==> src/rtl/note_pkg.sv <==
// ============================================================================
//  Module      : note_pkg
//  Description : Shared types and constants for the note playback path:
//                FSM state encoding, default widths and track identifiers.
//  Revision    : 1.0 - initial release
// ============================================================================
`default_nettype none

package note_pkg;

    localparam int NOTE_ADDR_W = 6;
    localparam int NOTE_DATA_W = 8;

    localparam logic TRACK1 = 1'b0;
    localparam logic TRACK2 = 1'b1;

    typedef enum logic [2:0] {
        ST_IDLE  = 3'd0,
        ST_FETCH = 3'd1,
        ST_WAIT  = 3'd2,
        ST_HOLD  = 3'd3,
        ST_NEXT  = 3'd4
    } note_state_t;

    // Mixed runs skip an empty track 1; single-track runs follow sel.
    function automatic logic pick_start_track(
        input logic mix,
        input logic sel,
        input logic lim1_empty
    );
        if (mix) begin
            return lim1_empty ? TRACK2 : TRACK1;
        end
        return sel ? TRACK2 : TRACK1;
    endfunction

endpackage

`default_nettype wire

==> src/rtl/note_hold_timer.sv <==
// ============================================================================
//  Module      : note_hold_timer
//  Description : Counts step_tick enables while a note is sounding and flags
//                the enable that completes NOTE_TICKS of them.
//  Revision    : 1.0 - initial release
// ============================================================================
`default_nettype none

module note_hold_timer #(
    parameter int NOTE_TICKS = 4
) (
    input  logic clock,
    input  logic reset,
    input  logic clear,
    input  logic enable,
    output logic done
);

    localparam int CNT_W = (NOTE_TICKS > 1) ? $clog2(NOTE_TICKS) : 1;
    localparam logic [CNT_W-1:0] C_LAST = CNT_W'(NOTE_TICKS - 1);

    logic [CNT_W-1:0] r_count;

    // done is combinational so the FSM can leave HOLD on the final tick itself.
    assign done = enable && (r_count == C_LAST);

    // Tick counter: restarts on clear and after each completed hold.
    always_ff @(posedge clock or negedge reset) begin
        if (!reset) begin
            r_count <= '0;
        end else if (clear || done) begin
            r_count <= '0;
        end else if (enable) begin
            r_count <= r_count + 1'b1;
        end
    end

endmodule

`default_nettype wire

==> src/rtl/note_playback_reader.sv <==
// ============================================================================
//  Module      : note_playback_reader
//  Description : Reads recorded notes back from the track RAM, one track or
//                track 1 followed by track 2, holding each note for a fixed
//                number of playback ticks and pulsing finish on completion.
//                Build option NOTE_PLAYBACK_LOOP_EN: replay the run from its
//                starting track until stopped instead of finishing.
//  Revision    : 1.0 - initial release
// ============================================================================
`default_nettype none

module note_playback_reader
    import note_pkg::*;
#(
    parameter int ADDR_W     = NOTE_ADDR_W,
    parameter int DATA_W     = NOTE_DATA_W,
    parameter int NOTE_TICKS = 4
) (
    input  logic              clock,
    input  logic              reset,
    input  logic              start,
    input  logic              stop,
    input  logic              mix,
    input  logic              sel,
    input  logic              step_tick,
    input  logic [ADDR_W-1:0] limit1,
    input  logic [ADDR_W-1:0] limit2,
    output logic [ADDR_W-1:0] raddr,
    output logic              rd_track,
    input  logic [DATA_W-1:0] rdata,
    output logic [DATA_W-1:0] note_out,
    output logic              note_valid,
    output logic              busy,
    output logic              finish
);

    note_state_t       r_state;
    note_state_t       w_state_nxt;
    logic [ADDR_W-1:0] r_raddr;
    logic [ADDR_W-1:0] w_raddr_nxt;
    logic              r_rd_track;
    logic              w_rd_track_nxt;
    logic [DATA_W-1:0] r_note_out;
    logic [DATA_W-1:0] w_note_out_nxt;
    logic              r_note_valid;
    logic              w_note_valid_nxt;
    logic              r_finish;
    logic              w_finish_nxt;
    logic              r_mix;
    logic              w_mix_nxt;
    logic [ADDR_W-1:0] r_lim1;
    logic [ADDR_W-1:0] w_lim1_nxt;
    logic [ADDR_W-1:0] r_lim2;
    logic [ADDR_W-1:0] w_lim2_nxt;
`ifdef NOTE_PLAYBACK_LOOP_EN
    logic              r_start_track;
    logic              w_start_track_nxt;
`endif

    logic              w_start_track;
    logic [ADDR_W-1:0] w_start_lim;
    logic [ADDR_W-1:0] w_lim_cur;
    logic [ADDR_W-1:0] w_raddr_inc;
    logic              w_more;
    logic              w_hold_en;
    logic              w_hold_clr;
    logic              w_hold_done;

    // Decisions taken from the live inputs at start time.
    assign w_start_track = pick_start_track(mix, sel, (limit1 == '0));
    assign w_start_lim   = (w_start_track == TRACK2) ? limit2 : limit1;

    // Address advance uses one extra bit so a full-scale limit never wraps.
    assign w_lim_cur   = (r_rd_track == TRACK2) ? r_lim2 : r_lim1;
    assign w_raddr_inc = r_raddr + {{(ADDR_W-1){1'b0}}, 1'b1};
    assign w_more      = ({1'b0, r_raddr} + {{ADDR_W{1'b0}}, 1'b1}) < {1'b0, w_lim_cur};

    // Ticks only count while a note is actually sounding.
    assign w_hold_en  = (r_state == ST_HOLD) && step_tick;
    assign w_hold_clr = (r_state == ST_WAIT);

    note_hold_timer #(
        .NOTE_TICKS (NOTE_TICKS)
    ) u_hold_timer (
        .clock  (clock),
        .reset  (reset),
        .clear  (w_hold_clr),
        .enable (w_hold_en),
        .done   (w_hold_done)
    );

    // Next-state and datapath decode; stop outranks every other transition.
    always_comb begin
        w_state_nxt      = r_state;
        w_raddr_nxt      = r_raddr;
        w_rd_track_nxt   = r_rd_track;
        w_note_out_nxt   = r_note_out;
        w_note_valid_nxt = r_note_valid;
        w_finish_nxt     = 1'b0;
        w_mix_nxt        = r_mix;
        w_lim1_nxt       = r_lim1;
        w_lim2_nxt       = r_lim2;
`ifdef NOTE_PLAYBACK_LOOP_EN
        w_start_track_nxt = r_start_track;
`endif

        if (r_state == ST_IDLE) begin
            if (start) begin
                w_mix_nxt  = mix;
                w_lim1_nxt = limit1;
                w_lim2_nxt = limit2;
`ifdef NOTE_PLAYBACK_LOOP_EN
                w_start_track_nxt = w_start_track;
`endif
                if (w_start_lim == '0) begin
                    w_finish_nxt = 1'b1;
                end else begin
                    w_raddr_nxt    = '0;
                    w_rd_track_nxt = w_start_track;
                    w_state_nxt    = ST_FETCH;
                end
            end
        end else if (stop) begin
            w_state_nxt      = ST_IDLE;
            w_note_out_nxt   = '0;
            w_note_valid_nxt = 1'b0;
        end else begin
            case (r_state)
                ST_FETCH: begin
                    w_state_nxt = ST_WAIT;
                end
                ST_WAIT: begin
                    w_note_out_nxt   = rdata;
                    w_note_valid_nxt = 1'b1;
                    w_state_nxt      = ST_HOLD;
                end
                ST_HOLD: begin
                    if (w_hold_done) begin
                        w_note_valid_nxt = 1'b0;
                        w_state_nxt      = ST_NEXT;
                    end
                end
                ST_NEXT: begin
                    if (w_more) begin
                        w_raddr_nxt = w_raddr_inc;
                        w_state_nxt = ST_FETCH;
                    end else if (r_mix && (r_rd_track == TRACK1) && (r_lim2 != '0)) begin
                        w_rd_track_nxt = TRACK2;
                        w_raddr_nxt    = '0;
                        w_state_nxt    = ST_FETCH;
                    end else begin
`ifdef NOTE_PLAYBACK_LOOP_EN
                        w_rd_track_nxt = r_start_track;
                        w_raddr_nxt    = '0;
                        w_state_nxt    = ST_FETCH;
`else
                        w_note_out_nxt   = '0;
                        w_note_valid_nxt = 1'b0;
                        w_finish_nxt     = 1'b1;
                        w_state_nxt      = ST_IDLE;
`endif
                    end
                end
                default: begin
                    w_state_nxt = ST_IDLE;
                end
            endcase
        end
    end

    // State and datapath registers.
    always_ff @(posedge clock or negedge reset) begin
        if (!reset) begin
            r_state      <= ST_IDLE;
            r_raddr      <= '0;
            r_rd_track   <= TRACK1;
            r_note_out   <= '0;
            r_note_valid <= 1'b0;
            r_finish     <= 1'b0;
            r_mix        <= 1'b0;
            r_lim1       <= '0;
            r_lim2       <= '0;
`ifdef NOTE_PLAYBACK_LOOP_EN
            r_start_track <= TRACK1;
`endif
        end else begin
            r_state      <= w_state_nxt;
            r_raddr      <= w_raddr_nxt;
            r_rd_track   <= w_rd_track_nxt;
            r_note_out   <= w_note_out_nxt;
            r_note_valid <= w_note_valid_nxt;
            r_finish     <= w_finish_nxt;
            r_mix        <= w_mix_nxt;
            r_lim1       <= w_lim1_nxt;
            r_lim2       <= w_lim2_nxt;
`ifdef NOTE_PLAYBACK_LOOP_EN
            r_start_track <= w_start_track_nxt;
`endif
        end
    end

    assign raddr      = r_raddr;
    assign rd_track   = r_rd_track;
    assign note_out   = r_note_out;
    assign note_valid = r_note_valid;
    assign finish     = r_finish;
    assign busy       = (r_state != ST_IDLE);

endmodule

`default_nettype wire
==> config.mk <==
export PLATFORM = sky130hd
export DESIGN_NAME = note_playback_reader
export DESIGN_NICKNAME = d
export VERILOG_FILES = /design/src/rtl/note_pkg.sv /design/src/rtl/note_hold_timer.sv /design/src/rtl/note_playback_reader.sv
export SDC_FILE = /design/constraint.sdc
export NUM_CORES = 1
export LEC_CHECK = 0
export ABC_AREA = 1
export BUFFER_PORTS_ARGS = -buffer_cell sky130_fd_sc_hd__buf_4
export CORE_ASPECT_RATIO = 1.25
export CORE_UTILIZATION = 35
export DETAILED_ROUTE_END_ITERATION = 7
export GPL_TIMING_DRIVEN = 0
export HOLD_SLACK_MARGIN = 0.1
export PLACE_DENSITY = 0.57
export SLEW_MARGIN = 15
export SYNTH_ARGS = -nofsm -noshare
export SYNTH_HDL_FRONTEND = slang
export SYNTH_SLANG_ARGS = --single-unit
==> constraint.sdc <==
create_clock -name clock -period 2.23 [get_ports clock]
set_clock_uncertainty 0.05 [all_clocks]
set_input_delay 0.446 -clock clock [delete_from_list [all_inputs] [get_ports clock]]
set_output_delay 0.446 -clock clock [all_outputs]
set_load 0.03 [all_outputs]
==> flow_summary.ini, run 1 <==
[run_status]
outcome = finished, violations left
violations = setup timing

[routing]
num_vias = 1800
drc = 0
final_antenna_net_count = 0
drtPass1Iterations = 4
avgRoutedWirePerCell_um = 12.5
vias_per_cell = 4.74
drtIter0Drc = 57
wl_mm = 4.77

[sta]
fin_crit_sh_pct = 103
fmaxAchievable_mhz = 437
rsz0062_at_grt = yes
final-hold-violation-count = 0
slew_headroom_pct = 69.2
setup_tns_ns = -0.296
fin_ws_ns = -0.0560
worst_slew_pin_slew_ns = 0.462
fin_crit_ns = 2.29
setup_viol = 8
slew_violations = 0

[setup_path]
rrSetupSlack_ns = -0.06
cp_data_required_time_ns = 2.37
r2r-end = note_out[6]
cp-endpoint = note_out[6]
r2r_cells = 18
endpoint_kind = flop
crit_path_start = raddr[1]
r2r_start = raddr[1]
crit_path_max_fanout = 5
critPathLaunchType = flop
critPathKind = flop to flop
arrival_ns = 2.42

[floorplanning]
dieWidth_um = 70.2
row_count = 30
die_h_um = 87.3
fp.coreArea_um2 = 5520
die_area_um2 = 6130
start_util_pct = 36.9
io_pins = 45

[yosys]
yosys.area_share.simple_pct = 26.9
synth-seq-cells = 35
syn-num-nets = 281
synth_compound_area_share_pct = 11.7
synth-seq-area-share_pct = 43.0
synth_top_family_by_area = simple AND/OR/NAND/NOR gates
synthCells = 247
yosysUniqueCellTypes = 33
synth_top_flop_cell = dfrtp_1
synth_xor_area_share_pct = 1.72
async_flop_share_pct = 100
synth_edf_count = 0
ys_warn_count = 0
synth_mux_area_share_pct = 3.13
synthAdderAreaFrac_pct = 4.30
avgSynthCellArea_um2 = 8.25
synthesis.area_um2 = 2040

[clocking]
clkLatencyLatePin_ns = 0.29
clockRootBuffer = clkbuf_8
htree_levels = 2
clkTransAtPathRegs_ns = 0.08
cts_made_buffers = 5
tritoncts = yes
cts.path.max_buffers = 2
cts.sink_count = 35

[power]
p_int_mw = 2.05
p_comb_share_pct = 59.7
p_seq_share_pct = 28.1
p_total_mw = 3.70
power_density_nw_per_um2 = 1300
swShare_pct = 44.5
p_switching_mw = 1.65
p_leak_nw = 1.45
ir_worst_vdd_uv = 928
pwr-share-clk_pct = 12.2

[grt]
grt_pass1_vias = 1821
grt_max_degree = 36
grt_antenna_before_repair = 0
gr-total-overflow = 0
grt_pass1_wl_mm = 8.20
grt_use_total_pct = 17.0

[place]
gp_congestion = 0.798
io_buffers = 44
dp_slack_ns = -0.0853
place_hpwl_mm = 3.40
placed_area_um2 = 2470

[layout]
fillers = 534
fin_util_pct = 51.7
syn2layout_area_growth_pct = 39.9
postLayoutCellArea_um2 = 2850
diodes = 0
layout.nets = 350
drive_gt1_share_pct = 40.2

[job]
maxCapViolCount = 0

[hold_path]
hp-class = input port to flop
==> sequential cells by signal, summed over array words and instances (netlist names) <==
register,count
r_mix,1
rd_track,1
r_lim2,6
raddr,6
u_hold_timer.r_count,2
r_state,3
r_lim1,6
note_valid,1
note_out,8
finish,1
==> worst max-delay path: stages (launching register included) <==
cell and delay [ns]:
dfrtp_2 0.46, ha_4 0.19, nand3_4 0.07, xor2_2 0.18
inv_2 0.06, ha_4 0.27, nand2_2 0.03, nand2_1 0.04
nand2_1 0.04, nand2_1 0.06, a21oi_2 0.05, nand2_4 0.08
inv_2 0.04, nand2_2 0.08, nand3_4 0.10, buf_12 0.15
buf_8 0.12, nand2_2 0.05, o21ai_2 0.04
==> cell usage in the layout, fill, tap and decap left out, types with 4 or more instances in the layout <==
master | netlist | routed
nand2_1 | 67 | 62
buf_4 | 0 | 57
dfrtp_1 | 35 | 32
inv_1 | 33 | 31
nor2_1 | 15 | 14
nand2_2 | 7 | 11
nand3_1 | 11 | 9
o21ai_1 | 9 | 9
o21ai_0 | 8 | 8
o21ai_2 | 9 | 8
inv_2 | 5 | 7
clkbuf_8 | 0 | 5
nor2_4 | 3 | 4
a21oi_1 | 6 | 4
ha_4 | 0 | 4
==> synthesized netlist by cell type, types with 3 or more instances <==
cell,n,area (um2)
nand4_1,3,18.8
nand3_1,11,55.1
a21oi_1,6,30.0
nand2_1,67,251
o21ai_0,8,40.0
inv_1,33,124
inv_2,5,18.8
ha_1,7,87.6
nor2_4,3,33.8
o21ai_2,9,78.8
mux2_2,3,33.8
dfrtp_1,35,876
xor2_1,4,35.0
nand2_2,7,43.8
o21ai_1,9,45.0
nor2_1,15,56.3
mux2i_1,3,30.0
==> worst min path at each step <==
stage	startpoint	endpoint	slack, ns	cells past startpoint
finish	stop	r_state[2]	0.31	2
floorplan	reset	finish	0.10	0
global route	stop	r_state[2]	0.31	2
detailed placement	reset	r_lim2[4]	0.38	1
global placement	reset	r_lim2[5]	0.39	1
CTS	stop	r_state[2]	0.31	2
==> power by group through the flow <==
stage	clock [mW]	sequential, mW	combinational [mW]
after floorplan	0	1.17	1.21
after global placement	0	1.04	1.78
after detailed placement	0	1.04	1.81
after CTS	0.467	1.03	2.15
after global routing	0.499	1.07	2.43
final	0.452	1.04	2.21
==> cell type report <==
type | count | area, um2 | area share (%)
multi-input combinational | 168 | 1120 | 39.3
sequential | 35 | 880 | 30.9
timing repair buffer | 62 | 500 | 17.6
inverter | 40 | 155 | 5.44
tap | 64 | 80.1 | 2.81
clock buffer | 6 | 72.6 | 2.55
buffer | 4 | 33.8 | 1.19
clock inverter | 1 | 7.51 | 0.263
==> through the flow <==
stage               hold WS (ns)  std cells
floorplan                  0.100        247
global placement           0.385        355
detailed placement         0.384        355
CTS                        0.307        377
global route               0.310        380
finish                     0.310        380
==> routing by layer <==
metal  up-vias  wire, um  global-route usage, %
met1       823      2010                   19.5
li1        911         -                      -
met3        16       235                   4.51
met2        50      2370                   29.8
met5         -         0                      0
met4         0       155                   6.91
==> repair_timing <==
action,CTS,global route
hold endpoints to repair,35,0
pin swaps,7,7
buffers inserted,13,4
gates cloned,1,0
gates resized for setup,5,20
hold buffers,1,0
setup endpoints to repair,13,17
==> cells by family (layout without fill, tap and decap cells) <==
group           Yosys count  after routing
compound gates           37             37
fa+ha+maj                 7              7
xor+xnor                  4              4
buf+inv                  44            113
mux                       6              6
simple gates            114            114
flops                    35             35
No activity file was read; power rests on OpenSTA's default activity.
==> run 2, diff against run 1 <==
--- a/config.mk
+++ b/config.mk
@@ -16,4 +16,5 @@
 export SLEW_MARGIN = 15
 export SYNTH_ARGS = -nofsm -noshare
 export SYNTH_HDL_FRONTEND = slang
+export SYNTH_HIERARCHICAL = 1
 export SYNTH_SLANG_ARGS = --single-unit
==> flow_summary.ini, run 2 <==
[run_status]
outcome = finished, violations left
violations = DRC, setup timing

[yosys]
synth_most_common_cell = nand2_1
yosysUniqueCellTypes = 31
ys_top_cells_by_count = 62 x nand2_1, 35 x dfrtp_1, 31 x inv_1
synthesis.area_um2 = 2060
ys_top_cells_by_area = dfrtp_1 43%, nand2_1 11%, inv_1 5.7%
synth_edf_count = 0
synth-seq-cells = 35
ys_warn_count = 6
yosysTopAreaCellShare_pct = 42.5
synth_top_area_cell = dfrtp_1
synth_top_flop_cell = dfrtp_1
async_flop_share_pct = 100
avgSynthCellArea_um2 = 8.37
syn-num-nets = 280
synth-seq-area-share_pct = 42.5
synthCells = 246

[sta]
fmaxAchievable_mhz = 430
fin_ws_ns = -0.0981
rsz0062_at_grt = yes
setup_viol = 16
fin_crit_ns = 2.33
slew_violations = 0
fin_crit_sh_pct = 104
slew_headroom_pct = 70.4
worst_slew_pin_slew_ns = 0.443
final-hold-violation-count = 0

[setup_path]
cp_data_required_time_ns = 2.36
crit_path_max_fanout = 5
endpoint_kind = flop
critPathKind = flop to flop
rrSetupSlack_ns = -0.1
r2r_cells = 20
critPathLaunchType = flop
arrival_ns = 2.45

[layout]
drive_gt1_share_pct = 42.6
most-common-layout-cells = 61 x buf_4, 58 x nand2_1, 32 x dfrtp_1
syn2layout_area_growth_pct = 38.1
layout_commonest_cell = buf_4
diodes = 0
layout.nets = 353
fillers = 543
largest_reg_flops = 8
postLayoutCellArea_um2 = 2840

[power]
p_total_mw = 3.31
power_density_nw_per_um2 = 1160
p_leak_nw = 1.51
ir_worst_vdd_uv = 519

[place]
place_hpwl_mm = 3.27
io_buffers = 44
placed_area_um2 = 2500
dp_slack_ns = -0.195
gp_congestion = 0.735

[grt]
grt_max_degree = 36
grt_pass1_vias = 1725
gr-total-overflow = 0
grt_use_total_pct = 16.1
grt_pass1_wl_mm = 7.70
grt_antenna_before_repair = 0

[floorplanning]
die_area_um2 = 6200
fp.coreArea_um2 = 5560
dieWidth_um = 70.6
die_h_um = 87.8
start_util_pct = 37.1
io_pins = 45
row_count = 30

[clocking]
htree_levels = 2
clkTransAtPathRegs_ns = 0.07
clkLatencyLatePin_ns = 0.29
cts.path.max_buffers = 2
cts_made_buffers = 5
clockRootBuffer = clkbuf_8
cts.sink_count = 35
tritoncts = yes

[routing]
num_vias = 1762
wl_mm = 4.61
final_antenna_net_count = 0
avgRoutedWirePerCell_um = 12.0
drtPass1Iterations = 6
drc = 6
drtIter0Drc = 77
vias_per_cell = 4.60

[hold_path]
hp-class = input port to flop
min_path_cells = 2

[job]
maxCapViolCount = 0
[run 2: cell families after synthesis]
group                    Yosys count  share of synthesized area, %
AND/OR/NAND/NOR                  119                          30.4
buffers and inverters             43                          9.29
flip-flops                        35                          42.5
AO/OA/AOI/OAI                     34                          9.72
adder cells (fa/ha/maj)            7                          4.25
multiplexers                       5                          2.55
XOR/XNOR                           3                          1.28
[run 2: what timing repair did]
item	CTS	global route
buffers inserted	17	3
setup endpoints to repair	16	18
gates resized for setup	11	12
endpoints found under the hold margin	35	0
hold buffers	1	0
pin swaps	8	5
gates cloned	1	0
[run 2: layout make-up]
class	count	area (um2)	share of cell area, %
buffer	4	40.0	1.41
clock buffer	6	82.6	2.90
clock inverter	1	5.00	0.176
inverter	39	154	5.41
multi-input combinational	168	1070	37.7
sequential	35	880	30.9
tap	64	80.1	2.82
timing repair buffer	66	529	18.6
[run 2: power by group]
group	switching [mW]	internal, mW	total, mW
Sequential	0.178	0.860	1.04
Clock	0.220	0.242	0.462
Combinational	1.05	0.761	1.81
Total	1.45	1.86	3.31
[run 2: worst paths after layout]
kind | startpoint | to
setup / recovery | raddr[1] | raddr[5]
hold / removal | stop | note_valid
min in group asynchronous | reset | r_lim2[2]
setup reg to reg | raddr[1] | raddr[5]
hold reg to reg | note_out[6] | note_out[6]
max in group asynchronous | reset | raddr[0]
[run 2: worst max-delay path: stages, from the launching register on]
cell     delay (ns)
dfrtp_2        0.41
ha_4           0.17
nand3_4        0.08
nor2_4         0.13
inv_2          0.05
nand2_2        0.07
inv_2          0.05
ha_4           0.20
nand2_1        0.05
nand2_1        0.05
nand2_1        0.06
nand2_1        0.06
a21oi_2        0.15
nand2_4        0.10
buf_6          0.13
inv_4          0.04
nor2_2         0.04
nor2_4         0.15
inv_4          0.07
nand2_2        0.06
o21ai_2        0.05
[run 2: metrics by stage]
step | std cells | util (%) | TNS (ns) | hold WS (ns)
final | 383 | 51.2 | -0.624 | 0.328
after global routing | 383 | 51.2 | -2.66 | 0.327
after CTS | 380 | 50.1 | -0.156 | 0.339
after detailed placement | 354 | 44.9 | -2.19 | 0.386
after global placement | 354 | 44.9 | -2.18 | 0.387
after floorplan | 246 | - | -1.31 | 0.100
[run 2: metal layers]
layer | vias to the layer above | part of all wire, % | track usage (%)
met5 | - | 0 | 0
met4 | 0 | 1.6 | 6.18
met3 | 7 | 3.7 | 3.45
met2 | 36 | 51 | 28.1
met1 | 798 | 44 | 19.5
li1 | 921 | - | -
==> run 3, diff against run 2 <==
--- a/config.mk
+++ b/config.mk
@@ -7,12 +7,13 @@
 export LEC_CHECK = 0
 export ABC_AREA = 1
 export BUFFER_PORTS_ARGS = -buffer_cell sky130_fd_sc_hd__buf_4
+export CAP_MARGIN = 30
 export CORE_ASPECT_RATIO = 1.25
 export CORE_UTILIZATION = 35
 export DETAILED_ROUTE_END_ITERATION = 7
 export GPL_TIMING_DRIVEN = 0
 export HOLD_SLACK_MARGIN = 0.1
-export PLACE_DENSITY = 0.57
+export PLACE_DENSITY = 0.56
 export SLEW_MARGIN = 15
 export SYNTH_ARGS = -nofsm -noshare
 export SYNTH_HDL_FRONTEND = slang
==> flow_summary.ini, run 3 (same netlist as run 2, synthesis figures left out) <==
[floorplanning]
die_area_um2 = 6200
fp.coreArea_um2 = 5560
io_pins = 45
start_util_pct = 37.1
die_h_um = 87.8
row_count = 30
dieWidth_um = 70.6

[layout]
fin_cells = 375
drive_gt1_share_pct = 43.4
fin_util_pct = 50.6
layout.nets = 344
most-common-layout-cells = 53 x nand2_1, 53 x buf_4, 32 x dfrtp_1
largest_reg_flops = 8
diodes = 0
syn2layout_area_growth_pct = 36.5

[run_status]
violations = DRC
outcome = finished, violations left

[power]
p_seq_share_pct = 30.6
p_comb_share_pct = 54.5
power_density_nw_per_um2 = 1210
p_int_mw = 1.92
ir_worst_vdd_uv = 595
swShare_pct = 43.4
p_total_mw = 3.40
pwr-share-clk_pct = 14.9
p_leak_nw = 1.48
p_switching_mw = 1.47

[grt]
grt_util_met1_pct = 20.2
grt_pass1_wl_mm = 7.58
grt_antenna_before_repair = 0
met3_usage_pct = 3.91
gr-total-overflow = 0
grt_use_total_pct = 15.9
grt_pass1_vias = 1627
grt_max_degree = 36
busiest_layer = met2
grt_util_met2_pct = 26.1

[setup_path]
crit_path_max_fanout = 5
arrival_ns = 2.35
critPathKind = flop to flop
crit_path_start = raddr[1]
critPathTopFamily = simple AND/OR/NAND/NOR gates
r2r_start = raddr[1]
slowest_delay_ns = 0.41
slowest_stage = dfrtp_2
cp_data_required_time_ns = 2.36
critPathLaunchType = flop
endpoint_kind = flop
worstPathCellList = ha_4 -> nand3_2 -> nor2_2 -> inv_1 -> nand2_2 -> inv_2 -> ha_4 -> nand2_2 -> nand2_1 -> nand2_1 -> nand2_1 -> a21oi_2 -> nand2_4 -> inv_2 -> nor2_2 -> nor2_4 -> inv_4 -> nand2_2 -> o21ai_2
cp_num_buf_inv = 4

[routing]
vias_per_cell = 4.64
drtIter0Drc = 64
avgRoutedWirePerCell_um = 11.8
drc = 4
wl_mm = 4.43
num_vias = 1741
final_antenna_net_count = 0
drtPass1Iterations = 6

[sta]
hold_ws_ns = 0.323
slew_violations = 0
setup_tns_ns = 0
slew_headroom_pct = 70.3
fmaxAchievable_mhz = 452
worst_slew_pin_slew_ns = 0.446
rsz0062_at_grt = yes
fin_crit_sh_pct = 99.2
final-hold-violation-count = 0
setup_viol = 0
fin_crit_ns = 2.21

[clocking]
tritoncts = yes
cts.path.max_buffers = 2
cts.sink_count = 35
clockRootBuffer = clkbuf_8
clkLatencyLatePin_ns = 0.29
htree_levels = 2
cts_made_buffers = 5
clkTransAtPathRegs_ns = 0.07

[place]
gp_congestion = 0.751
place_hpwl_mm = 3.28
placedCellCount = 354
io_buffers = 44

[hold_path]
hp-start = stop
hp-class = input port to flop

[job]
maxCapViolCount = 0
==> run 3: cell types whose count changed in the layout (fill, tap and decap cells not counted), moves of 2 or more <==
cell	previous run	this run
buf_4	61	53
nand2_1	58	53
nand2_2	11	15
o22ai_1	3	1
o22ai_2	0	2
==> run 3: final timing paths <==
check | endpoint | slack [ns] | cells after the start
max | raddr[5] | 0.02 | 19
min | note_valid | 0.32 | 2
max reg2reg | raddr[5] | 0.02 | 19
min reg2reg | note_out[5] | 0.43 | 2
max in group asynchronous | raddr[0] | 1.20 | 2
min in group asynchronous | raddr[4] | 0.60 | 2
==> run 3: per-stage QoR <==
step                instance area, um2  setup WS (ns)
finish                            2810         0.0168
global route                      2810         -0.148
CTS                               2720        -0.0261
detailed placement                2500         -0.202
global placement                  2500         -0.205
floorplan                         2090         -0.131
==> run 3: worst register-to-register path, stage by stage (launching register included) <==
cell and delay, ns:
dfrtp_2 0.41, ha_4 0.15, nand3_2 0.07, nor2_2 0.12
inv_1 0.07, nand2_2 0.08, inv_2 0.05, ha_4 0.21
nand2_2 0.05, nand2_1 0.04, nand2_1 0.05, nand2_1 0.06
a21oi_2 0.14, nand2_4 0.10, inv_2 0.07, nor2_2 0.04
nor2_4 0.16, inv_4 0.07, nand2_2 0.06, o21ai_2 0.05
==> run 3: timing repair <==
action	4_1_cts	5_1_grt
hold endpoints to repair	35	0
gates resized for setup	10	18
hold buffers	1	0
setup endpoints to repair	15	18
buffers inserted	9	2
cloned	1	0
pin swaps	5	6
==> run 3: power by group through the flow <==
| stage | Combinational [mW] | Clock (mW) | Sequential, mW |
|---|---|---|---|
| after detailed placement | 1.60 | 0 | 1.06 |
| final | 1.85 | 0.505 | 1.04 |
| after floorplan | 1.07 | 0 | 1.17 |
| after global routing | 2.05 | 0.556 | 1.07 |
| after global placement | 1.59 | 0 | 1.05 |
| after CTS | 1.79 | 0.521 | 1.04 |
==> run 3: final cells by class <==
class                           instances  area [um2]
Timing Repair Buffer                   57         458
Clock buffer                            8         100
Inverter                               39         151
Fill cell                             569        2740
Tap cell                               64        80.1
Buffer                                  4        40.0
Sequential cell                        35         880
Multi-Input combinational cell        168        1100
==> run 3: routing by layer <==
layer  part of all wire (%)  vias up
met3                    4.1        6
met2                     49       35
met4                    1.7        0
li1                       -      902
met1                     45      798
met5                      0        -
